--- src/rtl/mem_pkg.sv ---
// mem_pkg: shared definitions for the LC-3 memory responder.
//   state_e          - responder FSM states
//   IO_ADDR_DEFAULT  - address decoded as the switch/hex I/O port
//   WAIT_CYCLES_MIN/MAX - legal range of SRAM strobe cycles per access
//   CNT_W            - width of the wait-state down-counter
package mem_pkg;

   typedef enum logic [1:0] {
      ST_IDLE   = 2'd0,
      ST_ACCESS = 2'd1,
      ST_DONE   = 2'd2,
      ST_HOLD   = 2'd3
   } state_e;

   localparam logic [15:0] IO_ADDR_DEFAULT = 16'hFFFF;
   localparam int          WAIT_CYCLES_MIN = 1;
   localparam int          WAIT_CYCLES_MAX = 7;
   localparam int          CNT_W           = 3;

endpackage

--- src/rtl/mem_responder_if.sv ---
// mem_responder_if: datapath-side memory request bus.
//   MAR, MDR   - request address / write data (datapath -> responder)
//   MEM_EN, WE - request valid level and write select
//   MDR_In     - registered read data (responder -> datapath)
//   R          - one-cycle transaction-complete pulse
// Modports: master = datapath control, slave = memory responder.
interface mem_responder_if;
   logic [15:0] MAR;
   logic [15:0] MDR;
   logic        MEM_EN;
   logic        WE;
   logic [15:0] MDR_In;
   logic        R;

   modport master (
      output MAR, MDR, MEM_EN, WE,
      input  MDR_In, R
   );

   modport slave (
      input  MAR, MDR, MEM_EN, WE,
      output MDR_In, R
   );
endinterface

--- src/rtl/mem_wait_counter.sv ---
// mem_wait_counter: loadable down-counter that times SRAM wait states.
//   clk_i      - clock
//   rst_n_i    - asynchronous active-low reset (count -> 0)
//   load_i     - load load_val_i (has priority over decrement)
//   load_val_i - value to load
//   dec_i      - decrement; the count stops at zero
//   zero_o     - count is zero
module mem_wait_counter
   import mem_pkg::*;
(
   input  logic             clk_i,
   input  logic             rst_n_i,
   input  logic             load_i,
   input  logic [CNT_W-1:0] load_val_i,
   input  logic             dec_i,
   output logic             zero_o
);

   logic [CNT_W-1:0] cnt_q;
   logic [CNT_W-1:0] cnt_d;

   always_comb begin
      cnt_d = cnt_q;
      if (load_i) begin
         cnt_d = load_val_i;
      end else if (dec_i && (cnt_q != '0)) begin
         cnt_d = cnt_q - 1'b1;
      end
   end

   always_ff @(posedge clk_i or negedge rst_n_i) begin
      if (!rst_n_i) begin
         cnt_q <= '0;
      end else begin
         cnt_q <= cnt_d;
      end
   end

   assign zero_o = (cnt_q == '0);

endmodule

--- src/rtl/mem_responder.sv ---
// mem_responder: memory-side responder for the LC-3 MAR/MDR interface.
// Serves read/write requests either from the memory-mapped switch/hex
// I/O port (IO_ADDR, single cycle) or from asynchronous SRAM with a fixed
// number of strobe cycles, and pulses R once per completed transaction.
//   Clk, Reset_al   - clock, asynchronous active-low reset
//   bus (slave)     - MAR/MDR/MEM_EN/WE request, MDR_In/R response
//   Switches        - I/O read source
//   HEX_Data        - I/O write register
//   ADDR            - SRAM address {4'b0, latched MAR}
//   Data_to_SRAM    - SRAM write data (latched MDR)
//   Data_from_SRAM  - SRAM read data
//   CE_N/OE_N/WE_N/UB_N/LB_N - active-low SRAM strobes, registered
module mem_responder
   import mem_pkg::*;
#(
   parameter int          WAIT_CYCLES = 2,
   parameter logic [15:0] IO_ADDR     = IO_ADDR_DEFAULT
) (
   input  logic             Clk,
   input  logic             Reset_al,
   mem_responder_if.slave   bus,
   input  logic [15:0]      Switches,
   output logic [15:0]      HEX_Data,
   output logic [19:0]      ADDR,
   output logic [15:0]      Data_to_SRAM,
   input  logic [15:0]      Data_from_SRAM,
   output logic             CE_N,
   output logic             OE_N,
   output logic             WE_N,
   output logic             UB_N,
   output logic             LB_N
);

   if ((WAIT_CYCLES < WAIT_CYCLES_MIN) || (WAIT_CYCLES > WAIT_CYCLES_MAX)) begin : g_bad_wait
      $error("mem_responder: WAIT_CYCLES must be within 1..7");
   end

   localparam logic [CNT_W-1:0] WAIT_LOAD = CNT_W'(WAIT_CYCLES - 1);

   state_e      state_q;
   logic [15:0] mar_q;
   logic [15:0] mdr_q;
   logic        we_q;
   logic [15:0] mdr_in_q;
   logic [15:0] hex_q;
   logic        r_q;
   logic        ce_n_q;
   logic        oe_n_q;
   logic        we_n_q;

   logic        is_io;
   logic        cnt_load;
   logic        cnt_dec;
   logic        cnt_zero;

   assign is_io    = (bus.MAR == IO_ADDR);
   assign cnt_load = (state_q == ST_IDLE) && bus.MEM_EN && !is_io;
   assign cnt_dec  = (state_q == ST_ACCESS);

   mem_wait_counter u_wait (
      .clk_i      (Clk),
      .rst_n_i    (Reset_al),
      .load_i     (cnt_load),
      .load_val_i (WAIT_LOAD),
      .dec_i      (cnt_dec),
      .zero_o     (cnt_zero)
   );

   // Strobes are registered alongside the state so the SRAM pins never
   // see decode glitches; they are set on entry to ACCESS and cleared on exit.
   always_ff @(posedge Clk or negedge Reset_al) begin
      if (!Reset_al) begin
         state_q  <= ST_IDLE;
         mar_q    <= '0;
         mdr_q    <= '0;
         we_q     <= 1'b0;
         mdr_in_q <= '0;
         hex_q    <= '0;
         r_q      <= 1'b0;
         ce_n_q   <= 1'b1;
         oe_n_q   <= 1'b1;
         we_n_q   <= 1'b1;
      end else begin
         r_q <= 1'b0;
         case (state_q)
            ST_IDLE: begin
               if (bus.MEM_EN) begin
                  mar_q <= bus.MAR;
                  mdr_q <= bus.MDR;
                  we_q  <= bus.WE;
                  if (is_io) begin
                     // I/O port completes at the accepting edge itself.
                     if (bus.WE) begin
                        hex_q <= bus.MDR;
                     end else begin
                        mdr_in_q <= Switches;
                     end
                     r_q     <= 1'b1;
                     state_q <= ST_DONE;
                  end else begin
                     ce_n_q  <= 1'b0;
                     oe_n_q  <= bus.WE;
                     we_n_q  <= !bus.WE;
                     state_q <= ST_ACCESS;
                  end
               end
            end
            ST_ACCESS: begin
               // MEM_EN is deliberately ignored here: an accepted access
               // always runs to completion.
               if (cnt_zero) begin
                  if (!we_q) begin
                     mdr_in_q <= Data_from_SRAM;
                  end
                  ce_n_q  <= 1'b1;
                  oe_n_q  <= 1'b1;
                  we_n_q  <= 1'b1;
                  r_q     <= 1'b1;
                  state_q <= ST_DONE;
               end
            end
            ST_DONE: begin
               state_q <= bus.MEM_EN ? ST_HOLD : ST_IDLE;
            end
            ST_HOLD: begin
               // A request level still high after R must not be served again.
               if (!bus.MEM_EN) begin
                  state_q <= ST_IDLE;
               end
            end
            default: begin
               state_q <= ST_IDLE;
            end
         endcase
      end
   end

   assign bus.MDR_In   = mdr_in_q;
   assign bus.R        = r_q;
   assign HEX_Data     = hex_q;
   assign ADDR         = {4'b0000, mar_q};
   assign Data_to_SRAM = mdr_q;
   assign CE_N         = ce_n_q;
   assign OE_N         = oe_n_q;
   assign WE_N         = we_n_q;
   assign UB_N         = ce_n_q;
   assign LB_N         = ce_n_q;

endmodule

--- src/flat_wrapper.sv ---
// flat-port wrapper written by rule: the top's interface ports become plain ports
module mem_responder_flat import mem_pkg::*;
#(
   parameter int          WAIT_CYCLES = 2,
   parameter logic [15:0] IO_ADDR     = IO_ADDR_DEFAULT
)
  (Clk, Reset_al, Switches, HEX_Data, ADDR, Data_to_SRAM, Data_from_SRAM, CE_N, OE_N, WE_N, UB_N, LB_N, bus_MAR, bus_MDR, bus_MEM_EN, bus_WE, bus_MDR_In, bus_R);
  mem_responder_if bus_i ();
  input  logic Clk;
  input  logic Reset_al;
  input  logic [15:0] Switches;
  output logic [15:0] HEX_Data;
  output logic [19:0] ADDR;
  output logic [15:0] Data_to_SRAM;
  input  logic [15:0] Data_from_SRAM;
  output logic CE_N;
  output logic OE_N;
  output logic WE_N;
  output logic UB_N;
  output logic LB_N;
  input wire logic [$bits(bus_i.MAR)-1:0] bus_MAR;
  input wire logic [$bits(bus_i.MDR)-1:0] bus_MDR;
  input wire logic [$bits(bus_i.MEM_EN)-1:0] bus_MEM_EN;
  input wire logic [$bits(bus_i.WE)-1:0] bus_WE;
  output wire logic [$bits(bus_i.MDR_In)-1:0] bus_MDR_In;
  output wire logic [$bits(bus_i.R)-1:0] bus_R;
  assign bus_i.MAR = bus_MAR;
  assign bus_i.MDR = bus_MDR;
  assign bus_i.MEM_EN = bus_MEM_EN;
  assign bus_i.WE = bus_WE;
  assign bus_MDR_In = bus_i.MDR_In;
  assign bus_R = bus_i.R;
  mem_responder #(.WAIT_CYCLES(WAIT_CYCLES), .IO_ADDR(IO_ADDR)) u_core (.Clk(Clk), .Reset_al(Reset_al), .bus(bus_i), .Switches(Switches), .HEX_Data(HEX_Data), .ADDR(ADDR), .Data_to_SRAM(Data_to_SRAM), .Data_from_SRAM(Data_from_SRAM), .CE_N(CE_N), .OE_N(OE_N), .WE_N(WE_N), .UB_N(UB_N), .LB_N(LB_N));
endmodule
--- config.mk ---
export PLATFORM = sky130hd
export DESIGN_NAME = mem_responder_flat
export DESIGN_NICKNAME = d
export VERILOG_FILES = /design/src/rtl/mem_pkg.sv /design/src/rtl/mem_responder_if.sv /design/src/rtl/mem_wait_counter.sv /design/src/rtl/mem_responder.sv /design/src/flat_wrapper.sv
export SDC_FILE = /design/constraint.sdc
export NUM_CORES = 1
export LEC_CHECK = 0
export BUFFER_PORTS_ARGS = -buffer_cell sky130_fd_sc_hd__clkbuf_2
export CORE_MARGIN = 1
export CORE_UTILIZATION = 53
export CTS_BUF_LIST = sky130_fd_sc_hd__clkbuf_8
export DETAILED_ROUTE_END_ITERATION = 7
export PLACE_DENSITY = 0.94
export SYNTH_ARGS = -nofsm -noshare
export SYNTH_HDL_FRONTEND = slang
export SYNTH_HIERARCHICAL = 1
export SYNTH_SLANG_ARGS = --single-unit
--- constraint.sdc ---
create_clock -name Clk -period 3.4 [get_ports Clk]
set_clock_uncertainty 0.2 [all_clocks]
set_input_delay 0.68 -clock Clk [delete_from_list [all_inputs] [get_ports Clk]]
set_output_delay 0.68 -clock Clk [all_outputs]
set_load 0.02 [all_outputs]
==> results of run 1 <==
-- metal layers --
metal  track usage [%]  vias up  part of all wire [%]
li1                  -     1224                     -
met1             28.50     1226                    42
met2             38.00      109                    49
met3             7.528       15                   6.8
met4             8.571        0                   1.8
met5                 0        -                     0
-- flip-flops by register name (all words and copies together), names as in the netlist --
name,cells
u_core/u_wait/cnt_q,3
u_core/OE_N,1
u_core/HEX_Data,16
u_core/bus.R,1
u_core/WE_N,1
u_core/mar_q,16
u_core/we_q,1
u_core/bus.MDR_In,16
u_core/CE_N,1
u_core/Data_to_SRAM,16
u_core/state_q,2
-- logic make-up (layout without fill, tap and decap cells) --
logic type                 count (synthesis)  in the layout
other                                      2              7
and+or+nand+nor                          128            128
muxes                                     48             48
adders and majority gates                  2              2
DFF                                       74             74
buffers and inverters                     26            164
AOI/OAI and AO/OA                         11             11
-- final timing paths --
path                            slack, ns  cells past startpoint                                from                           endpoint
worst max-delay path                 0.67                      6  u_core/u_wait/cnt_q[0]$_DFFE_PN0P_   u_core/bus.MDR_In[5]$_DFFE_PN0P_
worst min-delay path                 0.27                      1                            Reset_al  u_core/bus.MDR_In[12]$_DFFE_PN0P_
worst min register to register       0.27                      2             u_core/OE_N$_DFFE_PN1P_            u_core/OE_N$_DFFE_PN1P_
max in group asynchronous            2.14                      1                            Reset_al   u_core/bus.MDR_In[3]$_DFFE_PN0P_
worst max register to register       0.67                      6  u_core/u_wait/cnt_q[0]$_DFFE_PN0P_   u_core/bus.MDR_In[5]$_DFFE_PN0P_
min in group Clk                     0.27                      2             u_core/OE_N$_DFFE_PN1P_            u_core/OE_N$_DFFE_PN1P_
-- worst max-delay path, delay by kind of cell (launching register included) --
kind	cells	cell delay (ns)
AOI/OAI and AO/OA	1	0.88
adders and majority gates	2	0.46
muxes	1	0.43
DFF	1	0.41
and+or+nand+nor	1	0.15
buffers and inverters	1	0.08
-- power by group --
group / switching, mW / internal [mW]
Combinational: 0.986 / 0.682
Sequential: 0.208 / 1.23
Clock: 0.338 / 0.495
Total: 1.53 / 2.40
-- cell type report --
class | instances | area [um2]
flip-flops and latches | 74 | 1856
fillers | 440 | 1703
multi-input cells | 196 | 1345
repair buffers | 141 | 718.2
clock inverters | 7 | 125.1
clock buffers | 9 | 123.9
well taps | 75 | 93.84
inverters | 7 | 26.28
-- cell usage in the layout, fill, tap and decap left out, drive strengths merged, types with 4 or more instances in the layout --
cell type / instances
clkbuf: 145
nand2: 104
dfrtp: 71
mux2: 48
inv: 9
conb: 7
buf: 5
a221o: 4
nand4: 4
nand3: 4
-- stage by stage --
stage                     instances  area (um2)  hold WS [ns]
after floorplan                 296        3349        0.1844
after global routing            509        4288        0.2847
final                           509        4288        0.2678
after CTS                       509        4288        0.2734
after global placement          493        4039        0.2527
after detailed placement        493        4039        0.2608
==> summary.txt, run 1 <==
Routing
  – Vias: 2,574
  – Drt total wl: 7340 um
  – Residual DRC: 0
  – Detailed Routing Iterations Pass 1: 4
  – Iteration-0 DRC Markers: 86
  – Post-route ant nets: 0
  – Vias per cell: 5.057
  – Routed len/inst: 14.42 um

Power
  – Peak supply drop: 0.5543 mV
  – Leakage power: 2.401 nW
  – Pwr/cell area: 918.1 nW/um2
  – Final Power: 3.937 mW

Timing
  – Slew HR: 27.34%
  – Min cycle time layout: 2.729 ns
  – Final Hold Fails: 0
  – Worst slew pin tran: 1.083 ns
  – Final setup TNS: 0 ns
  – Highest clock rate: 366.5 MHz
  – Fin. max-slew vios: 0
  – Worst setup margin: 0.6714 ns
  – RSZ-0062 raised after global routing: no
  – Period utilisation layout: 80.25%
  – Final setup viols: 0

Global routing
  – Global route overflow: 0
  – Initial antenna violation count: 0
  – Global-route wire length before repair: 11,410 um
  – Tot GR Track Use: 23.19%
  – Vias in the first global route: 2,570
  – Largest net degree at the start of global routing: 75

Place
  – Gp weighted congestion: 0.8178
  – HPWL Detailed: 5281 um
  – Port bufs: 137
  – Place WS: 0.6495 ns

Clock tree
  – CTS sink cnt: 74
  – Clk_lat worst skew: 0.34 ns
  – # hold bufs at CTS: 0
  – Htree depth: 3
  – CTS tree: yes
  – CTS buffer count: 9
  – CTS clock-pin slew for the worst setup and hold paths: 0.08 ns
  – Setup bufs post-CTS: 0
  – # resized after CTS: 0
  – Clock tree buffer depth: 2
  – Clock Tree Root: clkbuf_8

Setup path
  – Critical Path Sink Type: flop
  – CP required: 3.42 ns
  – CP most frequent cell: ha_1
  – Arrival time worst endpoint: 2.75 ns
  – Slowest stage delay, CP: 0.88 ns
  – Critical path type: reg -> reg
  – CP Launch Type: flop
  – Crit-path cells: inv_1 -> ha_1 -> ha_1 -> nand2_1 -> o2bb2ai_2 -> mux2_2
  – Crit path max fanout: 16
  – Slowest stage cell, crit path: o2bb2ai_2

Synthesis
  – Largest family of logic cells by synthesized area: multiplexers
  – Top FF cell, synth: dfrtp_1
  – Post-synthesis mux area share: 18.48%
  – Synth Instances: 291
  – Syn avg cell area: 11.45 um2
  – EDFF count, synth: 0
  – Simple-Gate Fraction of Synth Area: 17.43%
  – Top cell type's share of synthesized area: 53.34%
  – Count of different cell masters after synthesis: 33
  – Fraction of registers with async set/reset: 100.0%
  – Register area share after synthesis: 55.71%
  – Post-synthesis compound-gate area fraction: 2.742%
  – Post-Synth XOR/XNOR Area: 0%
  – Yosys warning count: 6
  – #FFs+latches synth: 74
  – Largest area contributor in the netlist: dfrtp_1
  – Synth area leaders: dfrtp_1 53%, nand2_1 12%, mux2_2 9.5%, mux2_4 9.0%, dfstp_2 2.4%
  – Adder-Cell Fraction of Synth Area: 0.7513%
  – Most frequent cell after synthesis: nand2_1
  – Post-synth top cells: 104 x nand2_1, 71 x dfrtp_1, 28 x mux2_2
  – Cell Area, Synth: 3331 um2

Finish
  – Final net count: 499
  – Post-layout utilization of the core: 71.57%
  – Share of layout cells above drive strength 1: 49.31%
  – Area growth syn-to-layout: 28.74%
  – Inserted Diodes: 0

Floorplanning
  – Die ar.: 6606 um2
  – Starting utilization of the core area: 55.60%
  – Core Area: 5991 um2
  – Die Ht: 81.28 um
  – Row cnt: 28
  – Die width: 81.28 um
  – Ports: 142

Outcome
  – Outcome: finished, final reports clean

Hold path
  – Worst Hold Class: in -> async

Run
  – Max_cap viols: 0
No activity file was read; power rests on OpenSTA's default activity.
==> inputs of run 2 (changes only) <==
--- a/config.mk
+++ b/config.mk
@@ -5,12 +5,13 @@
 export SDC_FILE = /design/constraint.sdc
 export NUM_CORES = 1
 export LEC_CHECK = 0
+export ABC_AREA = 1
 export BUFFER_PORTS_ARGS = -buffer_cell sky130_fd_sc_hd__clkbuf_2
 export CORE_MARGIN = 1
-export CORE_UTILIZATION = 53
+export CORE_UTILIZATION = 45
 export CTS_BUF_LIST = sky130_fd_sc_hd__clkbuf_8
 export DETAILED_ROUTE_END_ITERATION = 7
-export PLACE_DENSITY = 0.94
+export PLACE_DENSITY = 0.85
 export SYNTH_ARGS = -nofsm -noshare
 export SYNTH_HDL_FRONTEND = slang
 export SYNTH_HIERARCHICAL = 1
==> constraint.sdc (replaced) <==
create_clock -name Clk -period 2.45 [get_ports Clk]
set_clock_uncertainty 0.2 [all_clocks]
set_input_delay 0.49 -clock Clk [delete_from_list [all_inputs] [get_ports Clk]]
set_output_delay 0.49 -clock Clk [all_outputs]
set_load 0.02 [all_outputs]
==> run 2 against run 1 <==
Effect of this change: setup slack worse by 0.16 ns; non-clock buffer count up 1; critical path depth up 1; maximum frequency up 41%; critical path type unchanged; largest power group unchanged.
==> summary.txt, run 2 <==
Outcome
  – Outcome: finished, final reports clean

Timing
  – Min cycle time layout: 1.936 ns (-0.7924 ns)
  – RSZ-0062 raised after global routing: no
  – Highest clock rate: 516.5 MHz (+41%)
  – Final setup TNS: 0 ns (unchanged)
  – Fin. max-slew vios: 0 (unchanged)
  – Period utilisation layout: 79.03% (-1.2 points)
  – Worst setup margin: 0.5138 ns (-0.1576 ns)
  – Final Hold Fails: 0 (unchanged)
  – Slew HR: 55.45% (+28 points)
  – Worst slew pin tran: 0.6683 ns (-0.4152 ns)
  – Final setup viols: 0 (unchanged)

Power
  – Peak supply drop: 0.7004 mV (+26%)
  – Pwr/cell area: 1280 nW/um2 (+39%)
  – Leakage power: 2.508 nW (+4.4%)
  – Final Power: 5.503 mW (+40%)

Floorplanning
  – Starting utilization of the core area: 46.29% (-9.3 points)
  – Die Ht: 88.15 um (+8.5%)
  – Ports: 142 (unchanged)
  – Core Area: 7214 um2 (+20%)
  – Die width: 88.15 um (+8.5%)
  – Row cnt: 31 (+11%)
  – Die ar.: 7770 um2 (+18%)

Synthesis
  – Synth Instances: 405 (+39%)
  – EDFF count, synth: 0 (unchanged)
  – Register area share after synthesis: 55.56% (-0.15 points)
  – Top FF cell, synth: dfrtp_1
  – Largest area contributor in the netlist: dfrtp_1
  – Yosys warning count: 6 (unchanged)
  – Top cell type's share of synthesized area: 53.20% (-0.14 points)
  – Fraction of registers with async set/reset: 100.0% (unchanged)
  – Most frequent cell after synthesis: nand2_1
  – Post-synth top cells: 197 x nand2_1, 71 x dfrtp_1, 25 x inv_1
  – Synth area leaders: dfrtp_1 53%, nand2_1 22%, nand3_1 3.1%, o21ai_0 3.0%, inv_1 2.8%
  – Syn avg cell area: 8.246 um2 (-28%)
  – Cell Area, Synth: 3339 um2 (+0.26%)
  – Count of different cell masters after synthesis: 25 (-24%)
  – #FFs+latches synth: 74 (unchanged)

Routing
  – Post-route ant nets: 0 (unchanged)
  – Vias per cell: 4.712 (-6.8%)
  – Routed len/inst: 12.12 um (-16%)
  – Vias: 3,039 (+18%)
  – Iteration-0 DRC Markers: 172 (+100%)
  – Drt total wl: 7818 um (+6.5%)
  – Residual DRC: 0 (unchanged)
  – Detailed Routing Iterations Pass 1: 4 (unchanged)

Setup path
  – Buf/Inv on CP: 1 (unchanged)
  – Worst r2r src: u_core/state_q[1]$_DFFE_PN0P_
  – Register-to-register setup slack: 0.51 ns (-0.16 ns)
  – Crit-path cells: inv_2 -> nand2_4 -> o21ai_4 -> nor2_8 -> nand3_4 -> nand2_1 -> nand2_1
  – Slowest stage delay, CP: 0.45 ns (-0.43 ns)
  – CP most frequent cell: nand2_1
  – CP top delay family: simple AND/OR/NAND/NOR gates
  – Crit path max fanout: 23 (+7)
  – Critical Path Sink Type: flop
  – Critical path type: reg -> reg
  – Reg2reg end: u_core/bus.MDR_In[8]$_DFFE_PN0P_
  – CP Launch Type: flop
  – Cells on worst reg2reg path: 7 (+1)
  – Slowest stage cell, crit path: dfrtp_1
  – Arrival time worst endpoint: 1.96 ns (-0.79 ns)
  – CP required: 2.48 ns (-0.94 ns)

Global routing
  – Initial antenna violation count: 0 (unchanged)
  – Vias in the first global route: 2,713 (+5.6%)
  – Global route overflow: 0 (unchanged)
  – Tot GR Track Use: 21.21% (-2.0 points)
  – Global-route wire length before repair: 12,480 um (+9.4%)
  – Largest net degree at the start of global routing: 55 (-27%)

Place
  – Placed Instance Area: 4070 um2 (+0.77%)
  – Gp weighted congestion: 0.7905 (-3.3%)
  – HPWL Detailed: 5715 um (+8.2%)
  – Place WS: 0.5244 ns (-0.1251 ns)
  – Port bufs: 137 (unchanged)
  – Post-Place Cells: 629 (+28%)

Finish
  – Most common cell after layout, fill and taps aside: nand2_1
  – Final net count: 612 (+23%)
  – Fin cells: 645 (+27%)
  – Inserted Diodes: 0 (unchanged)
  – Most frequent cells in the layout: 197 x nand2_1, 136 x clkbuf_2, 71 x dfrtp_1, 26 x inv_1, 21 x nand3_1
  – Final Cell Area: 4298 um2 (+0.23%)
  – Area growth syn-to-layout: 28.70% (about the same)
  – Share of layout cells above drive strength 1: 31.50% (-18 points)

Clock tree
  – Setup bufs post-CTS: 0 (unchanged)
  – CTS buffer count: 9 (unchanged)
  – Clock tree buffer depth: 2 (unchanged)
  – CTS sink cnt: 74 (unchanged)
  – Htree depth: 3 (unchanged)
  – CTS tree: yes
  – Clock Tree Root: clkbuf_8
  – Clk_lat worst skew: 0.33 ns (about the same)
  – CTS clock-pin slew for the worst setup and hold paths: 0.08 ns (about the same)

Hold path
  – Hold EP: u_core/mar_q[1]$_DFFE_PN0P_
  – Worst Hold Class: in -> reg
  – Hold_sp: bus_MAR[1]
  – Hold Path Depth: 3

Run
  – Max_cap viols: 0 (unchanged)
## run 2: cell count changes after synthesis, moves of 4 or more
cell | previous run | this run
nand2_1 | 104 | 197
mux2_2 | 28 | 0
mux2_4 | 20 | 0
o21ai_0 | 1 | 20
inv_1 | 7 | 25
nand3_1 | 3 | 21
o21ai_1 | 0 | 17
buf_2 | 3 | 8
a221o_1 | 4 | 0
inv_2 | 0 | 4
## run 2: how the worst max path moves through the flow
stage / end / from / slack, ns / cells after the start
floorplan: u_core/u_wait/cnt_q[1]$_DFFE_PN0P_ / u_core/state_q[0]$_DFFE_PN0P_ / 0.53 / 8
global placement: u_core/bus.MDR_In[9]$_DFFE_PN0P_ / bus_MAR[1] / 0.57 / 9
detailed placement: u_core/bus.MDR_In[10]$_DFFE_PN0P_ / bus_MAR[1] / 0.52 / 9
CTS: u_core/bus.MDR_In[8]$_DFFE_PN0P_ / u_core/u_wait/cnt_q[0]$_DFFE_PN0P_ / 0.54 / 8
global route: u_core/bus.MDR_In[1]$_DFFE_PN0P_ / u_core/state_q[1]$_DFFE_PN0P_ / 0.36 / 7
finish: u_core/bus.MDR_In[8]$_DFFE_PN0P_ / u_core/state_q[1]$_DFFE_PN0P_ / 0.51 / 7
## run 2: timing repair
action                    in CTS  in global routing
hold endpoints to repair      15                  0
resized for setup              0                  0
hold buffers                   1                  0
## run 2: metal layers
layer | wire length [um] | vias to the layer above | GRT usage (%)
li1 | - | 1522 | -
met1 | 3519 | 1394 | 26.60
met2 | 3736 | 107 | 35.73
met3 | 370 | 16 | 3.770
met4 | 191 | 0 | 10.12
met5 | 0 | - | 0
## run 2: through the flow
stage | hold slack, ns | util [%]
2_1_floorplan | -0.005591 | -
3_3_place_gp | 0.2522 | 56.42
3_5_place_dp | 0.2613 | 56.42
4_1_cts | 0.1468 | 59.57
5_1_grt | 0.1636 | 59.57
6_report | 0.1623 | 59.57
## run 2: where the power goes
group	total [mW]	internal [mW]	leakage, nW	switching (mW)
Sequential	1.96	1.69	0.943	0.271
Combinational	2.51	0.777	1.45	1.73
Clock	1.03	0.594	0.110	0.439
Total	5.50	3.06	2.51	2.44
## run 2: worst min-delay path: stages
cell,delay (ns)
clkbuf_2,0.09
nand2_1,0.05
nand2_1,0.05
## run 2: kinds of logic (layout without fill, tap and decap cells)
group                      count (synthesis)  in the layout  synth area share [%]
DFF                                       74             74                 55.56
AOI/OAI and AO/OA                         42             42                 7.119
adders and majority gates                  2              2                0.7492
buffers and inverters                     50            186                 7.156
and+or+nand+nor                          235            235                 29.19
other                                      2              7                0.2249
## run 2: cell type report
class | count | area [um2]
clock buffers | 10 | 137.6
clock inverters | 5 | 80.08
fillers | 655 | 2917
inverters | 29 | 108.9
multi-input cells | 286 | 1264
flip-flops and latches | 74 | 1856
well taps | 99 | 123.9
repair buffers | 142 | 728.2
